$ cat config.mk
export PLATFORM = sky130hd
export DESIGN_NAME = s386_cone_bist_ctrl
export DESIGN_NICKNAME = d
export VERILOG_FILES = /design/src/rtl/s386_bist_pkg.sv /design/src/rtl/s386_cone_bist_ctrl_misr.sv /design/src/rtl/s386_cone_bist_ctrl.sv
export SDC_FILE = /design/constraint.sdc
export NUM_CORES = 1
export LEC_CHECK = 0
export CAP_MARGIN = 20
export CORE_UTILIZATION = 50
export CTS_BUF_LIST = sky130_fd_sc_hd__clkbuf_16
export DETAILED_ROUTE_END_ITERATION = 6
export PLACE_DENSITY = 0.84
export SLEW_MARGIN = 5
export SYNTH_ARGS = -nofsm -noshare
export SYNTH_HDL_FRONTEND = slang
export SYNTH_SLANG_ARGS = --single-unit
export TNS_END_PERCENT = 50
$ cat constraint.sdc
create_clock -name clk -period 2.3 [get_ports clk]
set_input_delay 0.345 -clock clk [delete_from_list [all_inputs] [get_ports clk]]
set_output_delay 0.345 -clock clk [all_outputs]
set_load 0.1 [all_outputs]
$ cat src/rtl/s386_bist_pkg.sv
// Shared types and helpers for the s386 cone BIST controller.
// Latency: n/a (package only: state encoding, polynomial taps, step function).
// Backpressure: n/a.
package s386_bist_pkg;

  // Controller states; busy covers SEED through COMPARE.
  typedef enum logic [2:0] {
    IDLE    = 3'd0,
    SEED    = 3'd1,
    APPLY   = 3'd2,
    CAPTURE = 3'd3,
    COMPARE = 3'd4,
    DONE    = 3'd5
  } bist_state_e;

  // x^16+x^14+x^13+x^11+1 in right-shifting Fibonacci form: the feedback
  // bit is the XOR of register bits 0, 2, 3 and 5.
  localparam int unsigned TAP_0 = 0;
  localparam int unsigned TAP_1 = 2;
  localparam int unsigned TAP_2 = 3;
  localparam int unsigned TAP_3 = 5;
  localparam logic [15:0] TAP_MASK = (16'd1 << TAP_0) | (16'd1 << TAP_1) |
                                     (16'd1 << TAP_2) | (16'd1 << TAP_3);

  // One shift of the shared polynomial; used by both the TPG and the MISR.
  function automatic logic [15:0] lfsr16_step(input logic [15:0] s);
    logic fb;
    fb = ^(s & TAP_MASK);
    return {fb, s[15:1]};
  endfunction

endpackage

$ cat src/rtl/s386_cone_bist_ctrl_misr.sv
// 16-bit multiple-input signature register compacting cone responses.
// Latency: 1 cycle from en to updated sig; clear wins over en.
// Backpressure: none; ports clk, rst_n (sync, active-low), clear, en, data[PO_W], sig[16].
module bist_misr16
  import s386_bist_pkg::*;
#(
  parameter int PO_W = 1
) (
  input  logic            clk,
  input  logic            rst_n,
  input  logic            clear,
  input  logic            en,
  input  logic [PO_W-1:0] data,
  output logic [15:0]     sig
);

  logic [15:0] sig_q;
  logic [15:0] data_ext;

  // Responses land in the low bits; written this way so PO_W=16 needs no
  // zero-width replication.
  always_comb begin
    data_ext = '0;
    data_ext[PO_W-1:0] = data;
  end

  always_ff @(posedge clk) begin
    if (!rst_n) begin
      sig_q <= '0;
    end else if (clear) begin
      sig_q <= '0;
    end else if (en) begin
      sig_q <= lfsr16_step(sig_q) ^ data_ext;
    end
  end

  assign sig = sig_q;

endmodule

$ cat src/rtl/s386_cone_bist_ctrl.sv
// BIST controller for s386 cones: LFSR patterns, settle, capture into MISR, golden compare.
// Latency: done rises NUM_PATTERNS*(SETTLE_CYCLES+1)+2 cycles after the edge sampling start.
// Backpressure: none; start ignored while busy, abort always wins and returns to IDLE.
// Ports: clk, rst_n (sync, active-low), start, abort, golden_sig[16], response_i[PO_W]
//        -> pattern_o[PI_W], busy, done, pass, signature[16].
module s386_cone_bist_ctrl
  import s386_bist_pkg::*;
#(
  parameter int          PI_W          = 12,
  parameter int          PO_W          = 1,
  parameter int          NUM_PATTERNS  = 256,
  parameter int          SETTLE_CYCLES = 1,
  parameter logic [15:0] LFSR_SEED     = 16'hACE1
) (
  input  logic            clk,
  input  logic            rst_n,
  input  logic            start,
  input  logic            abort,
  input  logic [15:0]     golden_sig,
  output logic [PI_W-1:0] pattern_o,
  input  logic [PO_W-1:0] response_i,
  output logic            busy,
  output logic            done,
  output logic            pass,
  output logic [15:0]     signature
);

  localparam logic [15:0] LAST_CNT    = 16'(NUM_PATTERNS - 1);
  localparam logic [3:0]  SETTLE_LAST = 4'(SETTLE_CYCLES - 1);

  bist_state_e     state_q;
  bist_state_e     state_d;
  logic [15:0]     lfsr_q;
  logic [15:0]     lfsr_nx;
  logic [15:0]     cnt_q;
  logic [3:0]      settle_q;
  logic            pass_q;
  logic [PI_W-1:0] pattern_q;
  logic [PI_W-1:0] pattern_d;
  logic            last_pattern;
  logic            settle_end;
  logic            misr_clear;
  logic            misr_en;
  logic [15:0]     misr_sig;

  assign last_pattern = (cnt_q == LAST_CNT);
  assign settle_end   = (settle_q == SETTLE_LAST);

  // ---------------------------------------------------------------- FSM
  always_ff @(posedge clk) begin
    if (!rst_n) begin
      state_q <= IDLE;
    end else begin
      state_q <= state_d;
    end
  end

  always_comb begin
    state_d = state_q;
    if (abort) begin
      state_d = IDLE;
    end else begin
      unique case (state_q)
        IDLE:    if (start) state_d = SEED;
        SEED:    state_d = APPLY;
        APPLY:   if (settle_end) state_d = CAPTURE;
        CAPTURE: state_d = last_pattern ? COMPARE : APPLY;
        COMPARE: state_d = DONE;
        DONE:    if (start) state_d = SEED;
        default: state_d = IDLE;
      endcase
    end
  end

  always_comb begin
    busy = 1'b0;
    done = 1'b0;
    unique case (state_q)
      SEED, APPLY, CAPTURE, COMPARE: busy = 1'b1;
      DONE:                          done = 1'b1;
      default:                       ;
    endcase
  end

  // ------------------------------------------------------------ datapath
  // Value the TPG register takes at the coming edge (ignoring abort, which
  // freezes it). The pattern register is loaded from this so that pattern_o
  // already shows the new vector on the first APPLY cycle.
  always_comb begin
    lfsr_nx = lfsr_q;
    if (state_q == SEED) begin
      lfsr_nx = LFSR_SEED;
    end else if (state_q == CAPTURE) begin
      lfsr_nx = lfsr16_step(lfsr_q);
    end
  end

  always_comb begin
    pattern_d = '0;
    if (state_d == APPLY || state_d == CAPTURE) begin
      pattern_d = lfsr_nx[PI_W-1:0];
    end
  end

  always_ff @(posedge clk) begin
    if (!rst_n) begin
      lfsr_q    <= LFSR_SEED;
      cnt_q     <= '0;
      settle_q  <= '0;
      pass_q    <= 1'b0;
      pattern_q <= '0;
    end else begin
      pattern_q <= pattern_d;
      // An abort freezes every run register; only the state moves.
      if (!abort) begin
        lfsr_q <= lfsr_nx;
        unique case (state_q)
          SEED: begin
            cnt_q    <= '0;
            settle_q <= '0;
          end
          APPLY: begin
            settle_q <= settle_q + 4'd1;
          end
          CAPTURE: begin
            if (!last_pattern) begin
              cnt_q    <= cnt_q + 16'd1;
              settle_q <= '0;
            end
          end
          COMPARE: begin
            pass_q <= (misr_sig == golden_sig);
          end
          default: ;
        endcase
      end
    end
  end

  assign misr_clear = (state_q == SEED)    && !abort;
  assign misr_en    = (state_q == CAPTURE) && !abort;

  bist_misr16 #(
    .PO_W (PO_W)
  ) u_misr (
    .clk   (clk),
    .rst_n (rst_n),
    .clear (misr_clear),
    .en    (misr_en),
    .data  (response_i),
    .sig   (misr_sig)
  );

  assign pattern_o = pattern_q;
  assign pass      = pass_q;
  assign signature = misr_sig;

endmodule
-- Yosys cells after proc, flatten, opt, wreduce, memory -nomap -nowiden
Cells that the tools add are included.
- output and inout port bits: 31
- register bits: 68
- bits of input ports: 21
- bitwise logic cells: 3
- reduce and logical (&&, ||, !) cells: 18
- muxes and demuxes: 13
- $add $sub $neg: 2
- equality and inequality tests: 10
- operators with widths (operator ; count):
    $mux W16 ; 3
    $pmux W16 S2 ; 1
    $reduce_xor A16 Y1 ; 2
    $add A16 B1 Y16 const B ; 1
    $eq A16 B16 Y1 ; 1
    $eq A16 B8 Y1 const B ; 1
    $xor A16 B1 Y16 ; 1
    $pmux W3 S5 ; 1
    $eq A3 B2 Y1 const B ; 4
    $mux W3 ; 4
    $pmux W4 S3 ; 1
    $eq A3 B3 Y1 const B ; 2
    $reduce_and A2 Y1 ; 3
    $reduce_and A3 Y1 ; 2
    $add A4 B1 Y4 const B ; 1
    $logic_not A4 Y1 ; 1
    $mux W4 ; 1
    $reduce_or A2 Y1 ; 2
    $reduce_or A4 Y1 ; 1
    $eq A3 B1 Y1 const B ; 1
    $logic_not A3 Y1 ; 1
    $reduce_bool A3 Y1 ; 1
    $logic_and A1 B1 Y1 ; 2
    $mux W1 ; 2
    other kinds (5) ; 6

-- Longest topological paths before layout
- depth in word-level cells: 7
- mapped depth: 6
- gate-level depth less buffers: 5

-- By module
From an unflattened synthesis, not the netlist that was laid out.
- cell total of the unflattened synthesis: 337
- area total of the unflattened synthesis: 3125.5 um^2
- modules (own cells, without submodules) (module ; sequential area each (um^2) ; cells each ; area each (um^2) ; instances):
    s386_cone_bist_ctrl ; 1041.0 ; 280 ; 2516.2 ; 1
    bist_misr16 ; 320.3 ; 57 ; 609.3 ; 1

-- Worst setup path after synthesis
No wires, ideal clock.
- path type: register to output
- from: reg state_q[2]
- to: out busy
- path slack: -0.184 ns
- stages on the path, launching flop included: 3
- required time: 1.955 ns
- arrival time: 2.139 ns
- cells stage by stage: dfxtp_1 > clkbuf_1 > xnor2_1
- cells in the longest elaborated chain, start to end: 3
- elaborated cells between the ends (all ways): 6
- classes of those cells: eq/ne (4); mux (1); reduce/logical (1)
- ends and longest elaborated chain (what ; line ; text):
    start, declared ; s386_cone_bist_ctrl.sv:31 ; bist_state_e state_q;
    start signal, assigned ; s386_cone_bist_ctrl.sv:54 ; state_q <= state_d;
    $eq A3 B1 Y1 (tied with other cells) ; s386_cone_bist_ctrl.sv:78 ; unique case (state_q)
    $reduce_or A4 Y1 * ; s386_cone_bist_ctrl.sv:78 ;
    $mux W1 * ; s386_cone_bist_ctrl.sv:78 ;
    end, declared ; s386_cone_bist_ctrl.sv:22 ; output logic busy,
Every way passes the cells marked *; elsewhere a longest branch is shown, timed or not.

-- Worst setup path in the final report
- from: reg state_q[1]
- to: out done
- cells in the longest elaborated chain, start to end: 2
- ends and longest elaborated chain (what ; line ; text):
    $eq A3 B3 Y1 ; s386_cone_bist_ctrl.sv:78 ;
    $mux W1 ; s386_cone_bist_ctrl.sv:78 ;
    end, declared ; s386_cone_bist_ctrl.sv:23 ; output logic done,
Every way passes these cells.

==> out/qor.yml <==
critical_path:
  cp_data_required_time_ps: 1960
  crit_fanout: 23
  worstRegToRegCells: 5
  critical_path_class: "reg -> out"
  startpoint_type: "flip-flop"
  end_kind: "output pin"
  arrival_ps: 1650
sta:
  rsz0062_at_grt: "false"
  fin_crit_ps: 2000
  tightestPinTransition_ps: 522
  fin_setup_tns_ps: 0
  maxSlewViolCount: 0
  fmax_mhz: 501
  hold_violations: 0
  slew_headroom_pct: 64.9
  finalSetupViolations: 0
  fin_ws_ps: 302
  finClkSkew_ps: 5.96
  period_share_pct: 86.9
routing:
  highest_layer: "met4"
  m1WireLength_um: 3370
  wl_met2_um: 3470
  wl_met3_um: 421
  drtPass1Iterations: 4
  drtIter0Drc: 202
  wl_um: 7390
  antenna_left: 0
  vias_per_cell: 5.74
  wire_per_inst_um: 14.4
  vias: 2938
  drcViolationCount: 0
clock_tree:
  clk_transition_reported_paths_ps: 60
  root_buffer: "clkbuf_16"
  htree_levels: 3
  cts_tree: "done"
  post_cts_buffers: 0
  clock-sinks: 68
  cts_hold_buf: 0
  clk_path_buf_depth: 2
  cts_made_buffers: 9
  clk_latency_ps: 330
  cts_resized: 0
place:
  placed_cells: 496
  dp_slack_ps: 1.59
  post-dp-hpwl_um: 5120
  portBuffers: 51
  globalplace.congestion: 0.916
yosys:
  seq_area_frac_synth_pct: 42.6
  synth_area_leaders: "dfxtp_1, nand2_1, a21oi_1"
  ys_ff_latch: 68
  syn_inst: 377
  synth_top_area_share_pct: 42.6
  synth_nets: 401
  synth.largest_area_cell: "dfxtp_1"
  ys_warn_count: 0
  synth_edf_count: 0
  yosysUniqueCellTypes: 50
  syn_area_um2: 3190
  synthArstFlopShare_pct: 0
  ys.flop_type: "dfxtp_1"
  syn_area_per_cell_um2: 8.47
layout:
  multiInputGateArea_um2: 1710
  area_growth_pct: 28.2
  mostFrequentLayoutCells: "dfxtp_1, nand2_1, buf_4, a21oi_1, nand3_1"
  final_common_cell: "dfxtp_1"
  diodes: 0
  layout.nets: 456
  fillers: 484
  layout-drive-gt1-share_pct: 16.7
  final_cell_count_no_fill: 512
  seq_area_um2: 1360
die:
  io_pins: 52
  fp.dieH_um: 81.9
  dieArea_um2: 6710
  core_area_um2: 6030
  start_util_pct: 53.0
  rows: 28
  die_x_um: 81.9
grt:
  antenna_found_initial: 0
  grt_pass1_wl_um: 12100
  grt_use_total_pct: 24.0
  grt_max_degree: 28
  overflow: 0
  grt_pass1_vias: 2580
power_and_ir_drop:
  sw_frac_of_total_pct: 21.4
  combPwrFrac_pct: 6.2
  internal_power_uw: 2200
  ir_worst_vdd_uv: 474
  clkPwrFrac_pct: 51.1
  p_leak_uw: 0.00156
  seq_power_share_pct: 42.8
  p_switching_uw: 599
  power_density_nw_per_um2: 683
hold_path:
  hold_depth: 2
  hold_path_class: "reg -> reg"
outcome:
  status: "completed"
flow_run:
  max_cap_viol_count: 0
-- flip-flops by register name, indices dropped and copies added (netlist names) --
| name | cells |
|---|---|
| lfsr_q | 16 |
| pattern_o | 12 |
| u_misr.sig | 16 |
| settle_q | 4 |
| state_q | 3 |
| cnt_q | 16 |
| pass | 1 |
-- worst max-delay path: stages (launching register included) --
cell and delay [ps]:
dfxtp_1 580, buf_4 320, and3b_1 250, buf_12 180
-- final cells by class --
class                      instances  share of cell area [%]
clock buffer                       9                    5.50
clock inverter                     7                    2.05
inverter                           6                   0.550
multi-input combinational        279                    41.7
sequential                        68                    33.3
tap                               75                    2.29
timing repair buffer              68                    14.6
-- metrics by stage --
| step | hold slack, ps | total power (µW) | cell area [µm²] | util, % |
|---|---|---|---|---|
| after CTS | 458 | 2810 | 4090 | 67.9 |
| after global placement | 441 | 1390 | 3780 | 62.8 |
| final | 458 | 2790 | 4090 | 67.9 |
| after global routing | 496 | 2870 | 4090 | 67.9 |
| after detailed placement | 449 | 1390 | 3780 | 62.8 |
| after floorplan | 432 | 1320 | 3200 | - |
-- final timing paths --
path	to	slack (ps)	startpoint
worst min register to register	lfsr_q[14]	460	lfsr_q[14]
worst max-delay path	done	300	state_q[1]
worst max register to register	cnt_q[8]	310	cnt_q[11]
worst min-delay path	lfsr_q[14]	460	lfsr_q[14]
-- metal layers --
layer	GRT usage (%)	vias up
li1	-	1466
met1	31.9	1365
met2	37.1	93
met3	5.78	14
met4	9.65	0
met5	0	-
-- power by group through the flow --
stage / combinational, µW / clock [µW] / sequential [µW]
CTS: 174 / 1440 / 1190
floorplan: 79.3 / 0 / 1240
global route: 185 / 1490 / 1200
finish: 172 / 1430 / 1200
detailed placement: 172 / 0 / 1220
global placement: 169 / 0 / 1220
-- synth_stat cells, types with 5 or more instances --
cell and number:
dfxtp_1 68, nand2_1 62, a21oi_1 41, nand3_1 23, xor2_1 17, clkbuf_1 16
nor2_1 15, or4_1 9, a211oi_1 8, nor2b_1 7, o211ai_1 7, o31ai_1 7
xnor2_1 7, inv_1 6, nor4_1 6, and3_1 5, buf_2 5, o21ai_0 5
-- logic make-up after synthesis --
group	after synthesis	share of synthesized area, %
xor gates and xnor gates	24	6.58
buffers and inverters	30	4.19
and+or+nand+nor	159	26.4
adders and majority gates	3	1.18
DFF	68	42.6
muxes	4	1.25
AOI/OAI and AO/OA	89	17.8
No activity file was read; power rests on OpenSTA's default activity.
